File: src/rtl/fetch_pkg.sv
// Shared fetch/decode definitions: state encoding, NOP encoding, PC width and RV32 opcodes.
package fetch_pkg;

   localparam int unsigned PC_W    = 32;
   localparam int unsigned INSTR_W = 32;
   localparam int unsigned CNT_W   = 8;

   localparam logic [INSTR_W-1:0] NOP_INSTR = 32'h0000_0013;

   typedef enum logic [1:0] {
      ST_IDLE  = 2'd0,
      ST_REQ   = 2'd1,
      ST_FAULT = 2'd2
   } fetch_state_e;

   // Major opcodes shared with control/decode
   localparam logic [6:0] OPC_LUI    = 7'b0110111;
   localparam logic [6:0] OPC_AUIPC  = 7'b0010111;
   localparam logic [6:0] OPC_JAL    = 7'b1101111;
   localparam logic [6:0] OPC_JALR   = 7'b1100111;
   localparam logic [6:0] OPC_BRANCH = 7'b1100011;
   localparam logic [6:0] OPC_LOAD   = 7'b0000011;
   localparam logic [6:0] OPC_STORE  = 7'b0100011;
   localparam logic [6:0] OPC_OP_IMM = 7'b0010011;
   localparam logic [6:0] OPC_OP     = 7'b0110011;
   localparam logic [6:0] OPC_SYSTEM = 7'b1110011;

endpackage

File: src/rtl/fetch_next_pc.sv
// Next-PC computation: sequential pc+4 or JALR-style target with bit0 cleared and bit1 alignment check.
module fetch_next_pc
   import fetch_pkg::*;
(
   input  logic [PC_W-1:0] pc_i,
   input  logic            pc_sel_i,
   input  logic [PC_W-1:0] branch_target_i,
   output logic [PC_W-1:0] pc_plus4_o,
   output logic [PC_W-1:0] next_pc_o,
   output logic            misaligned_o
);

   logic [PC_W-1:0] eff_target;

   always_comb begin
      pc_plus4_o   = pc_i + PC_W'(4);
      eff_target   = {branch_target_i[PC_W-1:1], 1'b0};
      misaligned_o = pc_sel_i & eff_target[1];
      // A misaligned target leaves the PC where it is
      if (!pc_sel_i)        next_pc_o = pc_plus4_o;
      else if (misaligned_o) next_pc_o = pc_i;
      else                  next_pc_o = eff_target;
   end

endmodule

File: src/rtl/fetch_unit.sv
// Instruction fetch stage: owns PC and IR, issues single-beat imem reads with req/ack and timeout.
module fetch_unit
   import fetch_pkg::*;
#(
   parameter logic [31:0] RESET_PC = 32'h0000_0000,
   parameter int unsigned TIMEOUT  = 16,
   parameter logic [31:0] NOP_WORD = NOP_INSTR
) (
   input  logic        clk,
   input  logic        rst,
   input  logic        fetch_start,
   input  logic        pc_update,
   input  logic        pc_sel,
   input  logic [31:0] branch_target,
   output logic        imem_req,
   output logic [31:0] imem_addr,
   input  logic [31:0] imem_rdata,
   input  logic        imem_ack,
   output logic [31:0] instr,
   output logic        instr_valid,
   output logic [31:0] pc,
   output logic [31:0] pc_plus4,
   output logic        busy,
   output logic        fault
);

   fetch_state_e      state_q;
   logic [PC_W-1:0]   pc_q;
   logic [PC_W-1:0]   imem_addr_q;
   logic [INSTR_W-1:0] instr_q;
   logic              instr_valid_q;
   logic              imem_req_q;
   logic              fault_q;
   logic [CNT_W-1:0]  cnt_q;
   logic              pend_vld_q;
   logic              pend_sel_q;
   logic [PC_W-1:0]   pend_tgt_q;

   logic              upd_vld_d;
   logic              upd_sel_d;
   logic [PC_W-1:0]   upd_tgt_d;
   logic [PC_W-1:0]   next_pc_d;
   logic              misaligned_d;

   // A live pc_update takes precedence over the one captured earlier in REQ
   always_comb begin
      upd_vld_d = pc_update | pend_vld_q;
      upd_sel_d = pc_update ? pc_sel : pend_sel_q;
      upd_tgt_d = pc_update ? branch_target : pend_tgt_q;
   end

   fetch_next_pc u_next_pc (
      .pc_i            (pc_q),
      .pc_sel_i        (upd_sel_d),
      .branch_target_i (upd_tgt_d),
      .pc_plus4_o      (pc_plus4),
      .next_pc_o       (next_pc_d),
      .misaligned_o    (misaligned_d)
   );

   always_ff @(posedge clk) begin
      if (rst) begin
         state_q       <= ST_IDLE;
         pc_q          <= RESET_PC;
         imem_addr_q   <= RESET_PC;
         instr_q       <= NOP_WORD;
         instr_valid_q <= 1'b0;
         imem_req_q    <= 1'b0;
         fault_q       <= 1'b0;
         cnt_q         <= '0;
         pend_vld_q    <= 1'b0;
         pend_sel_q    <= 1'b0;
         pend_tgt_q    <= '0;
      end else begin
         case (state_q)
            ST_IDLE: begin
               if (pc_update && misaligned_d) begin
                  fault_q <= 1'b1;
                  state_q <= ST_FAULT;
               end else begin
                  if (pc_update) pc_q <= next_pc_d;
                  if (fetch_start) begin
                     state_q       <= ST_REQ;
                     imem_req_q    <= 1'b1;
                     imem_addr_q   <= pc_update ? next_pc_d : pc_q;
                     instr_valid_q <= 1'b0;
                     cnt_q         <= '0;
                  end
               end
            end
            ST_REQ: begin
               if (imem_ack || cnt_q == CNT_W'(TIMEOUT - 1)) begin
                  imem_req_q <= 1'b0;
                  pend_vld_q <= 1'b0;
                  if (imem_ack) begin
                     instr_q       <= imem_rdata;
                     instr_valid_q <= 1'b1;
                     state_q       <= ST_IDLE;
                  end else begin
                     instr_q       <= NOP_WORD;
                     instr_valid_q <= 1'b0;
                     fault_q       <= 1'b1;
                     state_q       <= ST_FAULT;
                  end
                  // Deferred PC update is committed on the edge leaving REQ
                  if (upd_vld_d) begin
                     if (misaligned_d) begin
                        fault_q <= 1'b1;
                        state_q <= ST_FAULT;
                     end else begin
                        pc_q <= next_pc_d;
                     end
                  end
               end else begin
                  cnt_q <= cnt_q + CNT_W'(1);
                  if (pc_update) begin
                     pend_vld_q <= 1'b1;
                     pend_sel_q <= pc_sel;
                     pend_tgt_q <= branch_target;
                  end
               end
            end
            ST_FAULT: begin
               imem_req_q <= 1'b0;
            end
            default: begin
               state_q    <= ST_FAULT;
               fault_q    <= 1'b1;
               imem_req_q <= 1'b0;
            end
         endcase
      end
   end

   assign imem_req    = imem_req_q;
   assign imem_addr   = imem_addr_q;
   assign instr       = instr_q;
   assign instr_valid = instr_valid_q;
   assign pc          = pc_q;
   assign busy        = (state_q == ST_REQ);
   assign fault       = fault_q;

endmodule

File: config.mk
export PLATFORM = sky130hd
export DESIGN_NAME = fetch_unit
export DESIGN_NICKNAME = d
export VERILOG_FILES = /design/src/rtl/fetch_pkg.sv /design/src/rtl/fetch_next_pc.sv /design/src/rtl/fetch_unit.sv
export SDC_FILE = /design/constraint.sdc
export NUM_CORES = 1
export LEC_CHECK = 0
export BUFFER_PORTS_ARGS = -buffer_cell sky130_fd_sc_hd__buf_2
export CELL_PAD_IN_SITES_DETAIL_PLACEMENT = 0
export CELL_PAD_IN_SITES_GLOBAL_PLACEMENT = 1
export CORE_UTILIZATION = 42
export CTS_BUF_LIST = sky130_fd_sc_hd__clkbuf_16
export DETAILED_ROUTE_END_ITERATION = 10
export PLACE_DENSITY = 0.89
export SLEW_MARGIN = 20
export SYNTH_ARGS = -nofsm -noshare
export SYNTH_HDL_FRONTEND = slang
export SYNTH_SLANG_ARGS = --single-unit
File: constraint.sdc
create_clock -name clk -period 6.71 [get_ports clk]
set_input_delay 1.6775 -clock clk [delete_from_list [all_inputs] [get_ports clk]]
set_output_delay 1.6775 -clock clk [all_outputs]
set_load 0.03 [all_outputs]
# Word level (Yosys, flattened, before mapping)
# Index checks and enable logic that the tools add are counted.
# Widths: inputs -> output; s select.
op_classes:
  n_bitwise: 5
  n_mux: 39
  n_reduce_logical: 16
  add_sub_neg: 2
  eq_ne: 11
ops:
  columns: ["op", "n"]
  rows:
  - ["$mux 32", 9]
  - ["$pmux 32 s2", 1]
  - ["$add 32x3->32 const B", 1]
  - ["$mux 8", 3]
  - ["$pmux 8 s2", 1]
  - ["$mux 1", 15]
  - ["$reduce_and 3->1", 5]
  - ["$mux 2", 6]
  - ["$ne 2x2->1 const B", 5]
  - ["$add 8x1->8 const B", 1]
  - ["$eq 8x4->1 const B", 1]
  - ["$reduce_and 4->1", 2]
  - ["$pmux 2 s3", 1]
  - ["$reduce_and 2->1", 3]
  - ["$reduce_and 5->1", 1]
  - ["$ne 2x1->1 const B", 2]
  - ["$pmux 1 s2", 2]
  - ["$reduce_bool 2->1", 2]
  - ["$ne 3x3->1 const B", 1]
  - ["$not 1->1", 3]
  - ["$pmux 1 s3", 1]
  - ["$eq 2x1->1 const B", 1]
  - ["$eq 2x2->1 const B", 1]
  - ["$logic_not 2->1", 1]
  - ["other kinds (4)", 4]
totals:
  ff_bits: 143
  out_inout_bits: 132
  wordCells: 85

# Longest topological paths before layout
# Gate-level depths: netlist of run 1.
depth:
  depth_word: 8
  ltp_mapped: 10
  mapped_depth_nobuf: 6

# By module
# From an unflattened synthesis of run 1, not the netlist that was laid out.
unflattened:
  hier_cells: 846
  hier_area_um2: 7429.6
by_module_without_submodules:
  columns: ["mod", "seq_area_each_um2", "n_inst", "area_each_um2", "cells_per_inst"]
  rows:
  - ["fetch_unit", 2862.7, 1, 6012.0, 621]
  - ["fetch_next_pc", 0.0, 1, 1417.6, 225]

# Worst setup path before layout of run 1
# No wires, ideal clock.
synth_timing:
  path_kind: "register to output"
  from: "register pc_q[16], in the netlist pc[16]"
  to: "output port pc_plus4[25]"
  arrival_time_ps: 2291
  path_stages_with_launch: 8
  n_path_buf: 2
  setup_slack_ps: 2742
  cell_sequence: "dfxtp_1 buf_2 nand4_1 or2_2 clkbuf_1 nor4_4 nand2_1 xnor2_1"
synth_via:
  elab_chain_cells: 1
synth_lines:
  columns: ["element", "line", "text"]
  rows:
  - ["from (decl)", "fetch_unit.sv:28", "logic [PC_W-1:0] pc_q;"]
  - ["from (signal assigned)", "fetch_unit.sv:81", "if (pc_update) pc_q <= next_pc_d;"]
  - ["from (signal assigned)", "fetch_unit.sv:111", "pc_q <= next_pc_d;"]
  - ["$add 32x3->32", "fetch_next_pc.sv:16", "pc_plus4_o = pc_i + PC_W'(4);"]
  - ["to (decl)", "fetch_unit.sv:22", "output logic [31:0] pc_plus4,"]
# No other way between the ends.

# Worst setup path after layout of run 1
layout_timing:
  from: "input port pc_update"
  to: "register pc_q[26], in the netlist pc[26]"
layout_via:
  elab_chain_cells: 8
layout_lines:
  columns: ["element", "line", "text"]
  rows:
  - ["from (decl)", "fetch_unit.sv:12", "input logic pc_update,"]
  - ["$mux 1 / $mux 32 (equally long branches)", null, null]
  - ["$and 1x1->1", "fetch_next_pc.sv:18", "misaligned_o = pc_sel_i & eff_target[1];"]
  - ["$mux 32", "fetch_next_pc.sv:21", "else if (misaligned_o) next_pc_o = pc_i;"]
  - ["$mux 32", "fetch_next_pc.sv:20", "if (!pc_sel_i) next_pc_o = pc_plus4_o;"]
  - ["$mux 32", "fetch_unit.sv:107", "if (misaligned_d) begin"]
  - ["$mux 32", "fetch_unit.sv:106", "if (upd_vld_d) begin"]
  - ["$mux 32", "fetch_unit.sv:92", "if (imem_ack || cnt_q == CNT_W'(TIMEOUT - 1)) begin"]
  - ["$pmux 32 s2", "fetch_unit.sv:75", "case (state_q)"]
# Parallel ways exist; a longest one is shown, timed or not. The select of a mux whose other input is x is not followed.
# A chain may end at the register's enable or synchronous reset.

==> key figures, run 1 <==
Layout
  • Filler cells: 1779
  • Final std cells w/o fill: 1301
  • Fraction of layout cells with a size suffix above 1: 0.2631
  • Fin area: 9265 um^2
  • Fin nets: 1131
  • Area occupied by multi-input gates: 4374 um^2
  • Register area: 2843 um^2
  • Area delta synth->final: 20.13%
  • Antenna cells: 0

Die
  • # rows: 49
  • Die area: 18910 um^2
  • Core area: 17960 um^2
  • Chip height: 137.5 um
  • Ports: 202
  • Initial Util: 0.4293
  • Die width: 137.5 um

Clock network
  • CTS-repair resized insts: 0
  • CTS sink count: 142
  • Clock Path Buffers: 2
  • Clock slew at reported path FFs: 0.06 ns
  • Cts bufs inserted: 17
  • # hold bufs at CTS: 0
  • Clk Latency, worst-skew pair: 0.43 ns
  • TritonCTS clock tree: yes
  • Setup Buffers After CTS: 0
  • Clk root buf: clkbuf_16
  • H-tree level count: 4

Synthesis
  • Syn_area_per_cell: 8.329 um^2
  • Top FF cell, synth: dfxtp_1
  • EDFF count, synth: 0
  • Yosys top cell by area: dfxtp_1
  • Synthesized flop and latch total: 142
  • Unique masters post-synth: 83
  • Mapped Area: 7712 um^2
  • Yosys warns: 0
  • Sequential cell area fraction in the yosys report: 0.3686
  • Async SR Flop Fraction: 0
  • Post-synthesis net count: 998
  • Synth top area cells: dfxtp_1 37%, nand2_1 5.3%, a21oi_1 4.9%
  • Syn Inst Count: 926
  • Post-synth top area share: 0.3686

Timing
  • Slew Viols, Final: 0
  • Final Hold Viols: 0
  • Unrepaired setup endpoints after global routing: false
  • FMAX: 214.1 MHz
  • Fin crit share: 0.6960
  • Final Critical Period: 4.670 ns
  • Final clock skew: 0.006420 ns
  • Setup Total Neg Slack: 0 ns
  • Rel. slew slack: 0.2446
  • Final setup vio count: 0
  • Worst slew pin tran: 1.123 ns

GRT
  • GR Util All Layers: 0.2768
  • Initial antenna violation count: 0
  • Vias in the first global route: 7068
  • First-pass GRT wire length: 39720 um
  • Overflow after GRT: 0
  • Pin count of the biggest net entering global routing: 51

Worst hold path
  • Hold path start: fault
  • Hold Path Depth: 2
  • Worst hold endpoint: fault
  • Hold Crit Class: reg -> reg

Worst setup path
  • CP Cell Sequence: buf_4 > and3_1 > or2_0 > o21a_1 > nor2_2 > a2111oi_1
  • Worst reg2reg endpoint: pc[26]
  • CP Class: in -> reg
  • CP required: 7.02 ns
  • R2r setup slk: 3.63 ns
  • FF-to-FF Start: pend_sel_q
  • Critical path fanouts, max: 44
  • Slowest-stage cell, CP: o21a_1
  • Startpoint type of the worst setup path: input port
  • Worst r2r path cells: 5
  • Crit end category: flop
  • WP data arrival: 4.98 ns
  • Slowest cell delay on critical path: 0.78 ns

Placed design
  • Port Buffers: 200
  • Cell Area, Placed: 8636 um^2
  • Dpl cells: 1269
  • HPWL after DPL: 17380 um
  • RD Place Congestion: 0.9032

Detailed routing
  • DRT iter0 DRCs: 838
  • DRC errors left: 0
  • Vias/cell: 6.048
  • Total number of vias: 7868
  • First-pass detailed-route iteration total: 5
  • Routed len/inst: 20.02 um
  • Total Routed Length: 26040 um
  • Antenna Nets Post-Route: 0

Power and ir drop
  • Tot Pwr: 2.429 mW
  • Total power per unit cell area: 262.1 nW/um^2
  • Leak: 3.900 nW
  • Peak supply drop: 0.1700 mV

Job
  • Max-cap violations: 0

Status
  • Outcome: finished, final reports clean
-- state kept, by name, indices dropped and copies added (netlist names), 2 cells and up --
name	count
pend_tgt_q	31
imem_addr	32
cnt_q	8
state_q	2
pc	32
instr	32
-- metrics by stage --
step                      setup slack (ns)  utilization  hold slack, ns
after floorplan                      2.742            -          0.4318
after global placement               1.625       0.4807          0.4332
after detailed placement             1.552       0.4807          0.4355
after CTS                            1.973       0.5152          0.4451
after global routing                 1.955       0.5158          0.4696
final                                2.040       0.5158          0.4442
-- placed cells by master, fill, tap and decap left out, types with 6 or more instances in the layout --
master | netlist | layout
a211oi_1 | 29 | 29
a21o_1 | 7 | 7
a21oi_1 | 76 | 75
a221oi_1 | 6 | 6
a22o_1 | 32 | 32
a31oi_1 | 14 | 14
and2_1 | 6 | 6
and3_1 | 14 | 14
buf_2 | 35 | 199
buf_4 | 11 | 12
clkbuf_16 | 0 | 17
dfxtp_1 | 142 | 142
inv_1 | 15 | 16
mux2_2 | 7 | 7
mux2i_1 | 34 | 33
nand2_1 | 109 | 108
nand3_1 | 29 | 29
nand4_1 | 22 | 22
nor2_1 | 54 | 52
nor3_1 | 16 | 16
nor4_1 | 8 | 8
o211ai_1 | 6 | 6
o21ai_0 | 43 | 43
o31ai_1 | 12 | 12
xnor2_1 | 21 | 21
xor2_1 | 13 | 13
-- Yosys cell counts (12+ instances only) --
library cell,count
a211oi_1,29
a21oi_1,76
a22o_1,32
a31oi_1,14
and3_1,14
buf_2,35
clkbuf_1,42
dfxtp_1,142
inv_1,15
mux2i_1,34
nand2_1,109
nand3_1,29
nand4_1,22
nor2_1,54
nor3_1,16
o21ai_0,43
o31ai_1,12
xnor2_1,21
xor2_1,13
-- final cells by class --
cell class | instances | area share
well taps | 229 | 0.03093
repair buffers | 211 | 0.1172
flip-flops and latches | 142 | 0.3068
inverters | 15 | 0.006077
multi-input cells | 672 | 0.4721
clock inverters | 15 | 0.02093
clock buffers | 17 | 0.04591
-- layer usage --
metal | GRT usage | routed length (um) | vias up
met2 | 0.4160 | 11620 | 385
met3 | 0.06475 | 2338 | 53
met4 | 0.1062 | 658 | 0
met1 | 0.3807 | 11430 | 3742
met5 | 0 | 0 | -
li1 | - | - | 3688
-- critical path, delay by kind of cell --
kind	cells	cell delay [ns]
and+or+nand+nor	3	1.62
AOI/OAI and AO/OA	2	1.18
buffers and inverters	1	0.48
-- logic make-up (layout without fill, tap and decap cells) --
| logic type | after synthesis | after routing | synth area share |
|---|---|---|---|
| buf+inv | 112 | 258 | 0.06862 |
| compound gates | 289 | 289 | 0.2589 |
| xor+xnor | 34 | 34 | 0.03861 |
| flops | 142 | 142 | 0.3686 |
| fa+ha+maj | 2 | 2 | 0.003244 |
| mux | 43 | 43 | 0.05808 |
| simple gates | 304 | 304 | 0.2039 |
-- report_power, final --
group / switching, mW / leakage, nW / internal [mW]
logic: 0.328 / 2.44 / 0.149
clock network: 0.382 / 0.305 / 0.621
registers: 0.0603 / 1.15 / 0.889
-- how the worst max path moves through the flow --
stage                     cells past startpoint            to  slack, ns  startpoint
after floorplan                               7  pc_plus4[25]       2.74      pc[16]
after global placement                        6        pc[26]       1.62   pc_update
after detailed placement                      6        pc[26]       1.55   pc_update
after CTS                                     6        pc[26]       1.97   pc_update
after global routing                          6        pc[26]       1.96   pc_update
final                                         6        pc[26]       2.04   pc_update
(Power assumes the default switching activity.)
==> run 2, diff against run 1 <==
--- a/config.mk
+++ b/config.mk
@@ -5,13 +5,14 @@
 export SDC_FILE = /design/constraint.sdc
 export NUM_CORES = 1
 export LEC_CHECK = 0
+export ABC_AREA = 1
 export BUFFER_PORTS_ARGS = -buffer_cell sky130_fd_sc_hd__buf_2
 export CELL_PAD_IN_SITES_DETAIL_PLACEMENT = 0
 export CELL_PAD_IN_SITES_GLOBAL_PLACEMENT = 1
-export CORE_UTILIZATION = 42
+export CORE_UTILIZATION = 34
 export CTS_BUF_LIST = sky130_fd_sc_hd__clkbuf_16
 export DETAILED_ROUTE_END_ITERATION = 10
-export PLACE_DENSITY = 0.89
+export PLACE_DENSITY = 0.8
 export SLEW_MARGIN = 20
 export SYNTH_ARGS = -nofsm -noshare
 export SYNTH_HDL_FRONTEND = slang
==> constraint.sdc (replaced) <==
create_clock -name clk -period 3.9 [get_ports clk]
set_input_delay 0.975 -clock clk [delete_from_list [all_inputs] [get_ports clk]]
set_output_delay 0.975 -clock clk [all_outputs]
set_load 0.03 [all_outputs]
==> run 2 against run 1 <==
  * Synthesized cell count increased by 4.9%
  * Routed wire length decreased by 11%
  * Cell area decreased by 3.5%
  * Sequential power increased by 85%
  * First-iteration DRC count decreased by 30%
  * Largest power group is now registers
==> key figures, run 2 <==
Clock network
  • Clk root buf: clkbuf_16 (unchanged)
  • Cts bufs inserted: 17 (unchanged)
  • Setup Buffers After CTS: 0 (unchanged)
  • H-tree level count: 4 (unchanged)
  • Clock slew at reported path FFs: 0.07 ns (was 0.06 ns)
  • CTS-repair resized insts: 0 (unchanged)
  • TritonCTS clock tree: yes (unchanged)
  • CTS sink count: 142 (unchanged)
  • # hold bufs at CTS: 0 (unchanged)
  • Clock Path Buffers: 2 (unchanged)
  • Clk Latency, worst-skew pair: 0.44 ns (was 0.43 ns)

Detailed routing
  • DRT iter0 DRCs: 590 (was 838)
  • Total number of vias: 7152 (was 7868)
  • DRC errors left: 0 (unchanged)
  • Vias/cell: 5.008 (was 6.048)
  • Routed len/inst: 16.29 um (was 20.02 um)
  • Antenna Nets Post-Route: 0 (unchanged)
  • First-pass detailed-route iteration total: 5 (unchanged)
  • Total Routed Length: 23260 um (was 26040 um)

GRT
  • Pin count of the biggest net entering global routing: 49 (was 51)
  • Initial antenna violation count: 0 (unchanged)
  • Vias in the first global route: 6573 (was 7068)
  • First-pass GRT wire length: 36110 um (was 39720 um)
  • Overflow after GRT: 0 (unchanged)
  • GR Util All Layers: 0.2159 (was 0.2768)

Placed design
  • HPWL after DPL: 16650 um (was 17380 um)
  • Cell Area, Placed: 8334 um^2 (was 8636 um^2)
  • RD Place Congestion: 0.8807 (was 0.9032)
  • Port Buffers: 200 (unchanged)

Layout
  • Commonest non-fill, non-tap cell in the layout: nand2_1 (was buf_2)
  • Area delta synth->final: 24.39% (was 20.13%)
  • Filler cells: 2118 (was 1779)
  • Fin area: 8941 um^2 (was 9265 um^2)
  • Commonest cells after routing, fill and taps aside: 258 x nand2_1, 200 x buf_2, 142 x dfxtp_1, 93 x inv_1, 63 x a21oi_1 (was 199 x buf_2, 142 x dfxtp_1, 108 x nand2_1, 75 x a21oi_1, 52 x nor2_1)
  • Fin nets: 1217 (was 1131)
  • Antenna cells: 0 (unchanged)
  • Final Util: 0.4363 (was 0.5158)
  • Fraction of layout cells with a size suffix above 1: 0.2582 (was 0.2631)

Worst setup path
  • Worst reg2reg endpoint: pc[1] (was pc[26])
  • Critical path fanouts, max: 6 (was 44)
  • Worst r2r path cells: 10 (was 5)
  • CP Class: reg -> out (was in -> reg)
  • CP required: 2.92 ns (was 7.02 ns)
  • Crit end category: primary output (was flop)
  • R2r setup slk: 1.64 ns (was 3.63 ns)
  • WP data arrival: 2.31 ns (was 4.98 ns)
  • Startpoint type of the worst setup path: flop (was input port)
  • FF-to-FF Start: cnt_q[0] (was pend_sel_q)

Timing
  • Setup Total Neg Slack: 0 ns (unchanged)
  • Fin crit share: 0.8411
  • Unrepaired setup endpoints after global routing: false (unchanged)
  • Final Hold Viols: 0 (unchanged)
  • WHS: 0.4495 ns (was 0.4442 ns)
  • Worst slew pin tran: 0.7921 ns (was 1.123 ns)
  • Final setup vio count: 0 (unchanged)
  • Final Critical Period: 3.280 ns
  • Rel. slew slack: 0.4714 (was 0.2446)
  • Slew Viols, Final: 0 (unchanged)
  • FMAX: 304.9 MHz
  • Final clock skew: 0.01594 ns (was 0.006420 ns)

Job
  • Max-cap violations: 0 (unchanged)

Synthesis
  • Mapped Area: 7188 um^2 (was 7712 um^2)
  • Async SR Flop Fraction: 0 (unchanged)
  • Commonest cells post-synth: 258 x nand2_1, 142 x dfxtp_1, 94 x inv_1 (was 142 x dfxtp_1, 109 x nand2_1, 76 x a21oi_1)
  • Post-synthesis net count: 1043 (was 998)
  • Largest family of logic cells by synthesized area: simple AND/OR/NAND/NOR gates (was compound AO/OA/AOI/OAI gates)
  • Top FF cell, synth: dfxtp_1 (unchanged)
  • Post-synth top area share: 0.3955 (was 0.3686)
  • Fraction of the mapped netlist area in compound gates: 0.1958 (was 0.2589)
  • EDFF count, synth: 0 (unchanged)
  • Simple-Gate Fraction of Synth Area: 0.2482 (was 0.2039)
  • Synthesized flop and latch total: 142 (unchanged)
  • Syn_area_per_cell: 7.403 um^2 (was 8.329 um^2)
  • Unique masters post-synth: 39 (was 83)
  • Mux contribution to synthesized area: 0.02646 (was 0.05808)
  • Fraction of the mapped netlist area in adder cells: 0.003481 (was 0.003245)
  • Synth top area cells: dfxtp_1 40%, nand2_1 13%, inv_1 4.9% (was dfxtp_1 37%, nand2_1 5.3%, a21oi_1 4.9%)
  • Yosys top cell by area: dfxtp_1 (unchanged)
  • Synth Area in XOR/XNOR: 0.03760 (was 0.03861)
  • Sequential cell area fraction in the yosys report: 0.3955 (was 0.3686)
  • Count leader, synth: nand2_1 (was dfxtp_1)
  • Syn Inst Count: 971 (was 926)
  • Yosys warns: 0 (unchanged)

Worst hold path
  • Hold path start: imem_addr[18] (was fault)
  • Hold Path Depth: 2 (unchanged)
  • Worst hold endpoint: imem_addr[18] (was fault)
  • Hold Crit Class: reg -> reg (unchanged)

Power and ir drop
  • Sequential share of power: 0.367 (was 0.391)
  • Peak supply drop: 0.3010 mV (was 0.1700 mV)
  • Total power per unit cell area: 535.3 nW/um^2 (was 262.1 nW/um^2)
  • Switching portion of total power: 0.4022 (was 0.3171)
  • Tot Pwr: 4.786 mW (was 2.429 mW)
  • Comb power frac: 0.286 (was 0.196)
  • Cell internal pwr: 2.861 mW (was 1.659 mW)
  • Leak: 4.340 nW (was 3.900 nW)
  • Clk pwr share: 0.347 (was 0.413)
  • Sw power: 1.925 mW (was 0.7701 mW)

Die
  • Core area: 20490 um^2 (was 17960 um^2)
  • Die area: 21730 um^2 (was 18910 um^2)
  • Initial Util: 0.3507 (was 0.4293)
  • Die width: 147.4 um (was 137.5 um)
  • Ports: 202 (unchanged)
  • Chip height: 147.4 um (was 137.5 um)
  • # rows: 52 (was 49)

Status
  • Outcome: finished, final reports clean (unchanged)
[run 2: cell types whose count changed in the layout (fill, tap and decap cells not counted), moves of 15 or more]
cell      before  now
a211oi_1      29    0
o211a_1        3   22
xnor2_1       21    0
o21ai_1        0   22
a22o_1        32    0
a32o_1         3   29
nand2_1      108  258
inv_1         16   93
o22ai_1        5   20
nand4_1       22    4
[run 2: through the flow]
stage	setup slack, ns	cells
after global placement	0.9271	1396
after floorplan	1.015	971
after detailed placement	0.8927	1396
after CTS	0.6187	1428
after global routing	0.4792	1428
final	0.6198	1428
[run 2: area by class of cell]
| cell class | count | area (um^2) | share of cell area |
|---|---|---|---|
| clock inverters | 15 | 181.4 | 0.02029 |
| multi-input cells | 670 | 3684 | 0.4120 |
| inverters | 103 | 386.6 | 0.04324 |
| well taps | 270 | 337.8 | 0.03778 |
| repair buffers | 211 | 1084 | 0.1212 |
| clock buffers | 17 | 425.4 | 0.04758 |
| flip-flops and latches | 142 | 2843 | 0.3179 |
[run 2: worst max path at each step]
| stage | start | to | slack [ns] | depth (start not counted) |
|---|---|---|---|---|
| after floorplan | pc[2] | pc_plus4[23] | 1.01 | 6 |
| after global placement | pc_update | pc[0] | 0.93 | 11 |
| after detailed placement | pc_update | pc[1] | 0.89 | 11 |
| after CTS | pc[11] | pc_plus4[23] | 0.62 | 7 |
| after global routing | pc[11] | pc_plus4[23] | 0.48 | 7 |
| final | pc[11] | pc_plus4[23] | 0.62 | 7 |
[run 2: kinds of logic after synthesis]
logic type,count (synthesis)
AOI/OAI and AO/OA,216
and+or+nand+nor,409
DFF,142
muxes,19
xor gates and xnor gates,24
adders and majority gates,2
buffers and inverters,159
[run 2: power groups by stage]
stage | Clock, mW | Combinational [mW] | Sequential, mW
3_5_place_dp | 0 | 1.37 | 1.79
2_1_floorplan | 0 | 0.749 | 1.98
4_1_cts | 1.70 | 1.37 | 1.76
6_report | 1.66 | 1.37 | 1.76
5_1_grt | 1.76 | 1.49 | 1.78
3_3_place_gp | 0 | 1.36 | 1.79
[run 2: routing by layer]
metal  share of wire  wire (um)  GRT usage  up-vias
met3           0.063       1463    0.04815       23
met1            0.49      11340     0.3039     3318
met5               0          0          0        -
met4           0.010        240    0.06082        0
li1                -          -          -     3577
met2            0.44      10210     0.3297      234
[run 2: critical path, stage by stage (launching register included)]
cell and delay [ns]:
dfxtp_1 0.54, nand2_1 0.14, nor2_2 0.21, nand2_1 0.11
nor2_4 0.19, nand2_1 0.09, xor2_1 0.31, buf_2 0.27
